[src/rtl/multicycle_ctrl_pkg.sv]
// Shared types for the multi-cycle RV32I control path: FSM states, opcodes,
// datapath select encodings and the per-state control word.
package riscv_ctrl_pkg;

    localparam int OP_W = 7;

    typedef enum logic [3:0] {
        FETCH    = 4'd0,
        DECODE   = 4'd1,
        MEMADR   = 4'd2,
        MEMREAD  = 4'd3,
        MEMWB    = 4'd4,
        MEMWRITE = 4'd5,
        EXECR    = 4'd6,
        EXECI    = 4'd7,
        ALUWB    = 4'd8,
        BRANCH   = 4'd9,
        JAL      = 4'd10,
        JALR1    = 4'd11,
        JALR2    = 4'd12,
        LUI      = 4'd13,
        ILLEGAL  = 4'd14
    } state_e;

    localparam logic [6:0] OP_LW     = 7'b0000011;
    localparam logic [6:0] OP_SW     = 7'b0100011;
    localparam logic [6:0] OP_RTYPE  = 7'b0110011;
    localparam logic [6:0] OP_ITYPE  = 7'b0010011;
    localparam logic [6:0] OP_BRANCH = 7'b1100011;
    localparam logic [6:0] OP_JAL    = 7'b1101111;
    localparam logic [6:0] OP_JALR   = 7'b1100111;
    localparam logic [6:0] OP_LUI    = 7'b0110111;

    typedef enum logic [1:0] {
        RES_ALUOUT    = 2'b00,
        RES_READDATA  = 2'b01,
        RES_ALURESULT = 2'b10,
        RES_IMMEXT    = 2'b11
    } result_src_e;

    typedef enum logic [1:0] {
        SRCA_PC    = 2'b00,
        SRCA_OLDPC = 2'b01,
        SRCA_RS1   = 2'b10
    } alu_src_a_e;

    typedef enum logic [1:0] {
        SRCB_RS2  = 2'b00,
        SRCB_IMM  = 2'b01,
        SRCB_FOUR = 2'b10
    } alu_src_b_e;

    typedef enum logic [1:0] {
        ALUOP_ADD    = 2'b00,
        ALUOP_BRANCH = 2'b01,
        ALUOP_FUNCT  = 2'b10
    } alu_op_e;

    typedef enum logic [2:0] {
        IMM_I = 3'b000,
        IMM_S = 3'b001,
        IMM_B = 3'b010,
        IMM_J = 3'b011,
        IMM_U = 3'b100
    } imm_src_e;

    // fetch and memWrRetire mark the outputs that still depend on MemReady.
    typedef struct packed {
        logic        pcUpdate;
        logic        branch;
        logic        regWrite;
        logic        memWrite;
        logic        adrSrc;
        result_src_e resultSrc;
        alu_src_a_e  aluSrcA;
        alu_src_b_e  aluSrcB;
        alu_op_e     aluOp;
        logic        retire;
        logic        illegal;
        logic        fetch;
        logic        memWrRetire;
    } ctrl_t;

    function automatic ctrl_t ctrlFor(state_e s);
        ctrl_t c;
        c = '0;
        case (s)
            DECODE: begin
                c.aluSrcA = SRCA_OLDPC;
                c.aluSrcB = SRCB_IMM;
            end
            MEMADR, JALR1: begin
                c.aluSrcA = SRCA_RS1;
                c.aluSrcB = SRCB_IMM;
            end
            MEMREAD: c.adrSrc = 1'b1;
            MEMWRITE: begin
                c.adrSrc      = 1'b1;
                c.memWrite    = 1'b1;
                c.memWrRetire = 1'b1;
            end
            MEMWB: begin
                c.resultSrc = RES_READDATA;
                c.regWrite  = 1'b1;
                c.retire    = 1'b1;
            end
            EXECR: begin
                c.aluSrcA = SRCA_RS1;
                c.aluOp   = ALUOP_FUNCT;
            end
            EXECI: begin
                c.aluSrcA = SRCA_RS1;
                c.aluSrcB = SRCB_IMM;
                c.aluOp   = ALUOP_FUNCT;
            end
            ALUWB: begin
                c.regWrite = 1'b1;
                c.retire   = 1'b1;
            end
            BRANCH: begin
                c.aluSrcA = SRCA_RS1;
                c.aluOp   = ALUOP_BRANCH;
                c.branch  = 1'b1;
                c.retire  = 1'b1;
            end
            JAL, JALR2: begin
                c.aluSrcA  = SRCA_OLDPC;
                c.aluSrcB  = SRCB_FOUR;
                c.pcUpdate = 1'b1;
            end
            LUI: begin
                c.resultSrc = RES_IMMEXT;
                c.regWrite  = 1'b1;
                c.retire    = 1'b1;
            end
            ILLEGAL: c.illegal = 1'b1;
            // FETCH and any unused encoding share the fetch control word.
            default: begin
                c.fetch     = 1'b1;
                c.resultSrc = RES_ALURESULT;
                c.aluSrcB   = SRCB_FOUR;
            end
        endcase
        return c;
    endfunction

endpackage

[src/rtl/multicycle_ctrl_if.sv]
// Control bus between the main FSM (master) and the datapath (slave).
interface multicycle_ctrl_if #(
    parameter int OP_W = 7
);
    logic [OP_W-1:0] op;
    logic            Zero;
    logic            MemReady;
    logic            PCUpdate;
    logic            Branch;
    logic            RegWrite;
    logic            MemWrite;
    logic            IRWrite;
    logic            AdrSrc;
    logic [1:0]      ResultSrc;
    logic [1:0]      ALUSrcA;
    logic [1:0]      ALUSrcB;
    logic [1:0]      ALUOp;
    logic [2:0]      ImmSrc;
    logic            Retire;
    logic            Illegal;

    modport master (
        input  op, Zero, MemReady,
        output PCUpdate, Branch, RegWrite, MemWrite, IRWrite, AdrSrc,
               ResultSrc, ALUSrcA, ALUSrcB, ALUOp, ImmSrc, Retire, Illegal
    );

    modport slave (
        output op, Zero, MemReady,
        input  PCUpdate, Branch, RegWrite, MemWrite, IRWrite, AdrSrc,
               ResultSrc, ALUSrcA, ALUSrcB, ALUOp, ImmSrc, Retire, Illegal
    );
endinterface

[src/rtl/multicycle_ctrl_immdec.sv]
// Immediate-format decoder: purely combinational opcode to ImmSrc.
module instr_immdec
    import riscv_ctrl_pkg::*;
#(
    parameter int OP_W = 7
) (
    input  logic [OP_W-1:0] op_i,
    output logic [2:0]      immSrc_o
);

    // Opcodes without an immediate fall back to the I format.
    always_comb begin
        immSrc_o = IMM_I;
        case (op_i)
            OP_LW, OP_ITYPE, OP_JALR: immSrc_o = IMM_I;
            OP_SW:                    immSrc_o = IMM_S;
            OP_BRANCH:                immSrc_o = IMM_B;
            OP_JAL:                   immSrc_o = IMM_J;
            OP_LUI:                   immSrc_o = IMM_U;
            default:                  immSrc_o = IMM_I;
        endcase
    end

endmodule

[src/rtl/multicycle_ctrl.sv]
// Main control FSM of the multi-cycle RV32I core: sequences each instruction
// and drives registered datapath selects and write enables.
module multicycle_ctrl
    import riscv_ctrl_pkg::*;
#(
    parameter int OP_W      = 7,
    parameter bit MEM_WAIT  = 1'b1,
    parameter bit TRAP_HALT = 1'b1
) (
    input logic             clk,
    input logic             reset,
    multicycle_ctrl_if.master bus
);

    state_e state_q, state_d;
    ctrl_t  ctl_q;
    logic   rdy;
    logic   unusedZero;

    assign rdy        = MEM_WAIT ? bus.MemReady : 1'b1;
    assign unusedZero = bus.Zero;

    always_comb begin
        state_d = FETCH;
        case (state_q)
            FETCH:    state_d = rdy ? DECODE : FETCH;
            DECODE: begin
                case (bus.op)
                    OP_LW, OP_SW: state_d = MEMADR;
                    OP_RTYPE:     state_d = EXECR;
                    OP_ITYPE:     state_d = EXECI;
                    OP_BRANCH:    state_d = BRANCH;
                    OP_JAL:       state_d = JAL;
                    OP_JALR:      state_d = JALR1;
                    OP_LUI:       state_d = LUI;
                    default:      state_d = ILLEGAL;
                endcase
            end
            MEMADR:   state_d = (bus.op == OP_LW) ? MEMREAD : MEMWRITE;
            MEMREAD:  state_d = rdy ? MEMWB : MEMREAD;
            MEMWRITE: state_d = rdy ? FETCH : MEMWRITE;
            EXECR, EXECI, JAL, JALR2: state_d = ALUWB;
            JALR1:    state_d = JALR2;
            ILLEGAL:  state_d = TRAP_HALT ? ILLEGAL : FETCH;
            default:  state_d = FETCH;
        endcase
    end

    // The control word is registered alongside the state so outputs come
    // straight from flops; reset lands on the fetch word.
    always_ff @(posedge clk or posedge reset) begin
        if (reset) begin
            state_q <= FETCH;
            ctl_q   <= ctrlFor(FETCH);
        end else begin
            state_q <= state_d;
            ctl_q   <= ctrlFor(state_d);
        end
    end

    instr_immdec #(.OP_W(OP_W)) uImmDec (
        .op_i     (bus.op),
        .immSrc_o (bus.ImmSrc)
    );

    // Enables are masked by reset so an asynchronous reset silences them at once.
    assign bus.PCUpdate  = ~reset & (ctl_q.pcUpdate | (ctl_q.fetch & rdy));
    assign bus.IRWrite   = ~reset & ctl_q.fetch & rdy;
    assign bus.Branch    = ~reset & ctl_q.branch;
    assign bus.RegWrite  = ~reset & ctl_q.regWrite;
    assign bus.MemWrite  = ~reset & ctl_q.memWrite;
    assign bus.Retire    = ~reset & (ctl_q.retire | (ctl_q.memWrRetire & rdy));
    assign bus.Illegal   = ~reset & ctl_q.illegal;
    assign bus.AdrSrc    = ctl_q.adrSrc;
    assign bus.ResultSrc = ctl_q.resultSrc;
    assign bus.ALUSrcA   = ctl_q.aluSrcA;
    assign bus.ALUSrcB   = ctl_q.aluSrcB;
    assign bus.ALUOp     = ctl_q.aluOp;

endmodule

[src/flat_wrapper.sv]
// flat-port wrapper written by rule: the top's interface ports become plain ports
module multicycle_ctrl_flat import riscv_ctrl_pkg::*;
#(
    parameter int OP_W      = 7,
    parameter bit MEM_WAIT  = 1'b1,
    parameter bit TRAP_HALT = 1'b1
)
  (clk, reset, bus_op, bus_Zero, bus_MemReady, bus_PCUpdate, bus_Branch, bus_RegWrite, bus_MemWrite, bus_IRWrite, bus_AdrSrc, bus_ResultSrc, bus_ALUSrcA, bus_ALUSrcB, bus_ALUOp, bus_ImmSrc, bus_Retire, bus_Illegal);
  multicycle_ctrl_if #(.OP_W(OP_W)) bus_i ();
  input logic clk;
  input logic reset;
  input wire logic [$bits(bus_i.op)-1:0] bus_op;
  input wire logic [$bits(bus_i.Zero)-1:0] bus_Zero;
  input wire logic [$bits(bus_i.MemReady)-1:0] bus_MemReady;
  output wire logic [$bits(bus_i.PCUpdate)-1:0] bus_PCUpdate;
  output wire logic [$bits(bus_i.Branch)-1:0] bus_Branch;
  output wire logic [$bits(bus_i.RegWrite)-1:0] bus_RegWrite;
  output wire logic [$bits(bus_i.MemWrite)-1:0] bus_MemWrite;
  output wire logic [$bits(bus_i.IRWrite)-1:0] bus_IRWrite;
  output wire logic [$bits(bus_i.AdrSrc)-1:0] bus_AdrSrc;
  output wire logic [$bits(bus_i.ResultSrc)-1:0] bus_ResultSrc;
  output wire logic [$bits(bus_i.ALUSrcA)-1:0] bus_ALUSrcA;
  output wire logic [$bits(bus_i.ALUSrcB)-1:0] bus_ALUSrcB;
  output wire logic [$bits(bus_i.ALUOp)-1:0] bus_ALUOp;
  output wire logic [$bits(bus_i.ImmSrc)-1:0] bus_ImmSrc;
  output wire logic [$bits(bus_i.Retire)-1:0] bus_Retire;
  output wire logic [$bits(bus_i.Illegal)-1:0] bus_Illegal;
  assign bus_i.op = bus_op;
  assign bus_i.Zero = bus_Zero;
  assign bus_i.MemReady = bus_MemReady;
  assign bus_PCUpdate = bus_i.PCUpdate;
  assign bus_Branch = bus_i.Branch;
  assign bus_RegWrite = bus_i.RegWrite;
  assign bus_MemWrite = bus_i.MemWrite;
  assign bus_IRWrite = bus_i.IRWrite;
  assign bus_AdrSrc = bus_i.AdrSrc;
  assign bus_ResultSrc = bus_i.ResultSrc;
  assign bus_ALUSrcA = bus_i.ALUSrcA;
  assign bus_ALUSrcB = bus_i.ALUSrcB;
  assign bus_ALUOp = bus_i.ALUOp;
  assign bus_ImmSrc = bus_i.ImmSrc;
  assign bus_Retire = bus_i.Retire;
  assign bus_Illegal = bus_i.Illegal;
  multicycle_ctrl #(.OP_W(OP_W), .MEM_WAIT(MEM_WAIT), .TRAP_HALT(TRAP_HALT)) u_core (.clk(clk), .reset(reset), .bus(bus_i));
endmodule
[config.mk]
export PLATFORM = sky130hd
export DESIGN_NAME = multicycle_ctrl_flat
export DESIGN_NICKNAME = d
export VERILOG_FILES = /design/src/rtl/multicycle_ctrl_pkg.sv /design/src/rtl/multicycle_ctrl_if.sv /design/src/rtl/multicycle_ctrl_immdec.sv /design/src/rtl/multicycle_ctrl.sv /design/src/flat_wrapper.sv
export SDC_FILE = /design/constraint.sdc
export NUM_CORES = 1
export LEC_CHECK = 0
export BUFFER_PORTS_ARGS = -buffer_cell sky130_fd_sc_hd__clkbuf_2
export CAP_MARGIN = 5
export CORE_MARGIN = 8
export CORE_UTILIZATION = 56
export CTS_CLUSTER_SIZE = 20
export DETAILED_ROUTE_END_ITERATION = 10
export PLACE_DENSITY_LB_ADDON = 0.25
export SLEW_MARGIN = 20
export SYNTH_ARGS = -nofsm -noshare
export SYNTH_HDL_FRONTEND = slang
export SYNTH_HIERARCHICAL = 1
export SYNTH_SLANG_ARGS = --single-unit
[constraint.sdc]
create_clock -name clk -period 6 [get_ports clk]
set_clock_uncertainty 0.15 [all_clocks]
set_input_delay 0.3 -clock clk [delete_from_list [all_inputs] [get_ports clk]]
set_output_delay 0.3 -clock clk [all_outputs]
set_load 0.005 [all_outputs]
==> run summary, run 1 <==
port bufs -> 28
critical path's most frequent cell -> o21ai_0
xor/xnor share of the synthesized area -> 1.41%
vias in the first global route -> 1003
Crit path largest cell delay -> 0.65 ns
Max-Cap Viols -> 0
worst slack, placed -> 3.58 ns
worst setup margin -> 3.57 ns
Num CTS Buffers -> 3
commonest non-fill, non-tap cells in the layout -> 28 x clkbuf_2, 16 x dfrtp_1, 8 x nor2b_1, 8 x nor2_1, 7 x nand2_1
Static Leak -> 0.000616 uW
CTS H-tree depth -> 1
fin. max-slew vios -> 0
CTS resizes -> 0
row cnt -> 17
measured slew at the worst slew-check pin -> 0.690 ns
Synth-to-Final Area Change -> 8.34%
Post-CTS Setup Inserts -> 0
Worst EP arrival -> 2.44 ns
cts hold-fix bufs -> 0
initial antenna violation count -> 0
Final Cycle Share -> 40.6%
maximum VDD drop -> 0.247 mV
largest family of logic cells by synthesized area -> simple AND/OR/NAND/NOR gates
Placeable Area -> 2150 um^2
Placed Cells -> 173
Achievable Freq -> 411 MHz
Post-Syn Area -> 1240 um^2
post-route minimum period -> 2.43 ns
Slew HR -> 54.0%
Iter 0 DRT Violations -> 42
post-synthesis net count -> 142
commonest non-fill, non-tap cell in the layout -> clkbuf_2
Power Total -> 612 uW
Reg clk slew, reported paths -> 0.10 ns
WL per Instance -> 13.8 um
# setup viols final -> 0
Hold Fails Final Rpt -> 0
placer congestion estimate -> 0.856
crit end category -> flop
Avg Cell Area, Syn -> 9.50 um^2
CTS Buffer Depth -> 2
largest net degree at the start of global routing -> 22
Synth Flop Type -> dfrtp_1
simple-gate share of the synthesized area -> 25.8%
final wirelength -> 2440 um
drt first pass iters -> 4
Final #Nets -> 161
die height -> 63.2 um
grt total ovfl -> 0
Netlist cell types -> 48
critical path launch point type -> flop
complex-gate fraction of the synthesized area -> 22.5%
Via-to-Cell Ratio -> 5.89
Hold Path Class -> in2async
global-route wire length before repair -> 4210 um
DRC -> 0
synthesis-stage register bit count -> 19
final setup TNS -> 0 ns
ANT cells -> 0
RSZ-0062 raised after global routing -> no
post-synthesis adder-cell area fraction -> 0%
CTS tree -> built
sequential area share after synthesis -> 38.5%
clock sink total -> 19
critical path class -> reg2reg
# fillers -> 191
Synthesis Warnings -> 6
Req. time, crit path -> 6.01 ns
Die X -> 63.2 um
CP max stage cell -> or4b_1
CP cell instances -> or4b_1, o21ai_0, nand2b_1, o21ai_0
Worst Path Max Fanout -> 12
I/O pin count -> 30
gr usage total -> 12.5%
Worst-Skew Late Latency -> 0.29 ns
vias -> 1043
post-synthesis mux area share -> 0.804%
layout cells sized above 1 -> 30.9%
root buf cell -> clkbuf_4
Syn Inst Count -> 131
Initial Util -> 57.9%
Post-Layout Cell Count -> 177
post-route ant nets -> 0
Die ar. -> 3990 um^2
Post-synth ARST share -> 100%
Pwr Density -> 453 nW/um^2
outcome -> complete, no violations
Post-synth EDFFs -> 0
hpwl dp -> 1950 um
[routing by layer]
layer	global-route usage (%)	vias up	wire, um
li1	-	514	-
met1	14.2	475	1080
met2	20.2	48	1130
met3	3.00	6	177
met4	8.55	0	59
met5	0	-	0
[worst paths after layout]
check / end / from / slack [ns] / cells after the start
worst max-delay path: u_core/ctl_q[3]$_DFF_PP0_ / u_core/state_q[2]$_DFF_PP0_ / 3.57 / 4
worst min-delay path: u_core/bus.AdrSrc$_DFF_PP0_ / reset / 0.004 / 2
worst max register to register: u_core/ctl_q[3]$_DFF_PP0_ / u_core/state_q[2]$_DFF_PP0_ / 3.57 / 4
worst min register to register: u_core/bus.ResultSrc[0]$_DFF_PP0_ / u_core/state_q[0]$_DFF_PP0_ / 0.57 / 2
max in group asynchronous: u_core/ctl_q[15]$_DFF_PP0_ / reset / 5.26 / 2
min in group clk: u_core/bus.ResultSrc[0]$_DFF_PP0_ / bus_MemReady / 0.24 / 3
[report_power, final]
part           switching [uW]  leakage (uW)  internal [uW]
logic                     194      0.000356            133
registers                40.5      0.000246            183
clock network            36.2     0.0000139           25.3
[critical path, delay by kind of cell (launching register included)]
kind | cells | cell delay, ns
DFF | 1 | 0.52
AOI/OAI and AO/OA | 2 | 0.59
and+or+nand+nor | 2 | 1.05
[flip-flops by register name, indices dropped and copies added (netlist names)]
| signal | cells |
|---|---|
| u_core/bus.ALUOp | 1 |
| u_core/bus.ALUSrcA | 2 |
| u_core/bus.ResultSrc | 2 |
| u_core/state_q | 4 |
| u_core/bus.AdrSrc | 1 |
| u_core/ctl_q | 7 |
| u_core/bus.ALUSrcB | 2 |
[per-stage QoR]
stage	area (um^2)	utilization (%)	hold slack, ns
global placement	1320	61.4	0.316
CTS	1350	62.8	0.0198
finish	1350	62.8	0.00412
detailed placement	1320	61.4	0.342
global route	1350	62.8	0.0518
floorplan	1240	-	0.113
[Yosys cell counts (2+ instances only)]
master / number / area [um^2]
buf_2: 3 / 15.0
inv_2: 2 / 7.51
nand2b_1: 3 / 18.8
a21oi_1: 2 / 10.0
or3b_1: 2 / 17.5
o21ai_0: 6 / 30.0
a21o_1: 2 / 15.0
inv_4: 2 / 12.5
nand2_1: 7 / 26.3
dfstp_2: 3 / 78.8
a211oi_1: 2 / 15.0
o32ai_1: 2 / 17.5
a211o_1: 3 / 26.3
dfrtp_1: 16 / 400
and3_1: 2 / 12.5
nor3_1: 2 / 10.0
xor2_1: 2 / 17.5
o31ai_1: 4 / 30.0
or4b_1: 2 / 20.0
nand3b_1: 3 / 22.5
nor2b_1: 8 / 50.1
inv_1: 4 / 15.0
buf_4: 8 / 60.1
o211ai_1: 2 / 15.0
nor2_1: 8 / 30.0
buf_6: 2 / 22.5
nand4_1: 2 / 12.5
or3_1: 2 / 12.5
nand3_1: 6 / 30.0
[cells by family after synthesis]
family / after synthesis
and+or+nand+nor: 54
AOI/OAI and AO/OA: 33
buffers and inverters: 22
DFF: 19
xor gates and xnor gates: 2
muxes: 1
[final cells by class]
cell class | count | area (um^2) | area share (%)
clock buffers | 3 | 22.5 | 1.67
clock inverters | 1 | 7.51 | 0.557
inverters | 8 | 35.0 | 2.60
multi-input cells | 90 | 629 | 46.7
flip-flops and latches | 19 | 479 | 35.5
well taps | 28 | 35.0 | 2.60
repair buffers | 28 | 140 | 10.4
(Power assumes the default switching activity.)
==> inputs of run 2 (changes only) <==
--- a/config.mk
+++ b/config.mk
@@ -8,7 +8,7 @@
 export BUFFER_PORTS_ARGS = -buffer_cell sky130_fd_sc_hd__clkbuf_2
 export CAP_MARGIN = 5
 export CORE_MARGIN = 8
-export CORE_UTILIZATION = 56
+export CORE_UTILIZATION = 52
 export CTS_CLUSTER_SIZE = 20
 export DETAILED_ROUTE_END_ITERATION = 10
 export PLACE_DENSITY_LB_ADDON = 0.25
==> constraint.sdc (replaced) <==
create_clock -name clk -period 2.3 [get_ports clk]
set_clock_uncertainty 0.15 [all_clocks]
set_input_delay 0.115 -clock clk [delete_from_list [all_inputs] [get_ports clk]]
set_output_delay 0.115 -clock clk [all_outputs]
set_load 0.005 [all_outputs]
==> run 2 against run 1 <==
Combinational power rose to 3.2 times the previous value. Critical path depth rose by 1. Non-clock buffer count rose by 11. Global-route usage rose by 2.0 points. Total power rose to 2.9 times the previous value. First-iteration DRC count did not move. Register-to-register slack got worse by 3.4 ns.
==> run summary, run 2 (synthesis gave the netlist of run 1 again) <==
Final Cell Area -> 1440 um^2
vias -> 1108
number of flip-flops in the largest register -> 7
critical path class -> reg2reg
final setup TNS -> 0 ns
commonest non-fill, non-tap cells in the layout -> 28 x clkbuf_2, 15 x dfrtp_1, 10 x buf_4, 8 x nor2b_1, 8 x nor2_1
crit end category -> flop
Initial Util -> 55.7%
WL per Instance -> 15.8 um
Final Cycle Share -> 94.9%
crit path from -> u_core/state_q[2]$_DFF_PP0_
Reg clk slew, reported paths -> 0.12 ns
Critical R2R Capture -> u_core/bus.ALUSrcB[1]$_DFF_PP1_
Worst EP arrival -> 2.25 ns
final wirelength -> 2970 um
hpwl dp -> 2300 um
CP Capture Point -> u_core/bus.ALUSrcB[1]$_DFF_PP1_
RSZ-0062 raised after global routing -> no
maximum VDD drop -> 0.746 mV
fin. max-slew vios -> 0
Die X -> 64.9 um
outcome -> complete, no violations
ANT cells -> 0
Post-CTS Setup Inserts -> 0
measured slew at the worst slew-check pin -> 0.391 ns
CTS Buffer Depth -> 2
Achievable Freq -> 458 MHz
Static Leak -> 0.000678 uW
worst slack, placed -> 0.136 ns
DRC -> 0
Slew HR -> 73.9%
Worst Path Max Fanout -> 7
initial antenna violation count -> 0
CTS H-tree depth -> 1
post-route ant nets -> 0
Hold Path Class -> in2reg
global-route wire length before repair -> 4930 um
Iter 0 DRT Violations -> 42
placed instance area -> 1390 um^2
root buf cell -> clkbuf_4
reg2reg start -> u_core/state_q[2]$_DFF_PP0_
gr usage total -> 14.5%
layout cells sized above 1 -> 36.3%
die height -> 64.9 um
vias in the first global route -> 1073
Post-Layout Cell Count -> 188
Synth-to-Final Area Change -> 15.7%
Pwr Density -> 1220 nW/um^2
placer congestion estimate -> 0.923
row cnt -> 17
# setup viols final -> 0
Placeable Area -> 2230 um^2
Die ar. -> 4220 um^2
post-route minimum period -> 2.18 ns
clock sink total -> 19
Final #Nets -> 172
port bufs -> 28
CTS tree -> built
Via-to-Cell Ratio -> 5.89
worst setup margin -> 0.117 ns
drt first pass iters -> 5
Reg with most FFs -> u_core/ctl_q
Req. time, crit path -> 2.37 ns
Max-Cap Viols -> 0
critical path launch point type -> flop
Hold Fails Final Rpt -> 0
r2r setup slk -> 0.12 ns
Worst-Skew Late Latency -> 0.31 ns
commonest non-fill, non-tap cell in the layout -> clkbuf_2
largest net degree at the start of global routing -> 15
Placed Cells -> 183
I/O pin count -> 30
grt total ovfl -> 0
Num CTS Buffers -> 3
reg2reg path depth -> 5
Power Total -> 1750 uW
Top Registers -> u_core/ctl_q x7, u_core/state_q x4
-- run 2: how the worst min path moves through the flow --
stage | from | endpoint | slack [ns] | cells past startpoint
floorplan | reset | u_core/bus.ALUOp[1]$_DFF_PP0_ | -0.07 | 1
global placement | reset | u_core/bus.ResultSrc[0]$_DFF_PP0_ | -0.07 | 2
detailed placement | reset | u_core/bus.ResultSrc[0]$_DFF_PP0_ | -0.05 | 2
CTS | bus_MemReady | u_core/bus.ResultSrc[0]$_DFF_PP0_ | 0.05 | 3
global route | bus_MemReady | u_core/bus.ResultSrc[0]$_DFF_PP0_ | 0.06 | 3
finish | bus_MemReady | u_core/bus.ResultSrc[0]$_DFF_PP0_ | 0.05 | 3
-- run 2: layout make-up --
type,instances,area [um^2]
Sequential cell,19,480
Fill cell,203,793
Clock buffer,3,22.5
Clock inverter,1,5.00
Timing Repair Buffer,39,225
Multi-Input combinational cell,90,637
Tap cell,28,35.0
Inverter,8,35.0
-- run 2: what timing repair did --
action                     CTS  global route
gates resized for setup      0             2
setup endpoints to repair    0             2
hold buffers                 1             0
hold endpoints to repair    17             0
-- run 2: worst max-delay path: stages (launching register included) --
cell and delay [ns]:
dfrtp_1 0.41, or4b_1 0.61, o221a_2 0.38, inv_2 0.16, o2111ai_1 0.15, o31ai_1 0.25
-- run 2: where the power goes --
group          internal, uW  switching (uW)  leakage [uW]
logic                   425             615      0.000415
registers               479            56.2      0.000245
clock network          65.1             112     0.0000177
total                   969             784      0.000678
-- run 2: metal layers --
metal / GRT usage (%) / wire length (um)
met1: 17.6 / 1270
met2: 23.5 / 1420
met3: 3.44 / 219
met4: 6.81 / 48
met5: 0 / 0
-- run 2: per-stage QoR --
stage	utilization, %	hold slack (ns)
2_1_floorplan	-	-0.0720
6_report	64.5	0.0489
5_1_grt	64.5	0.0581
3_3_place_gp	62.4	-0.0688
3_5_place_dp	62.4	-0.0474
4_1_cts	64.1	0.0452
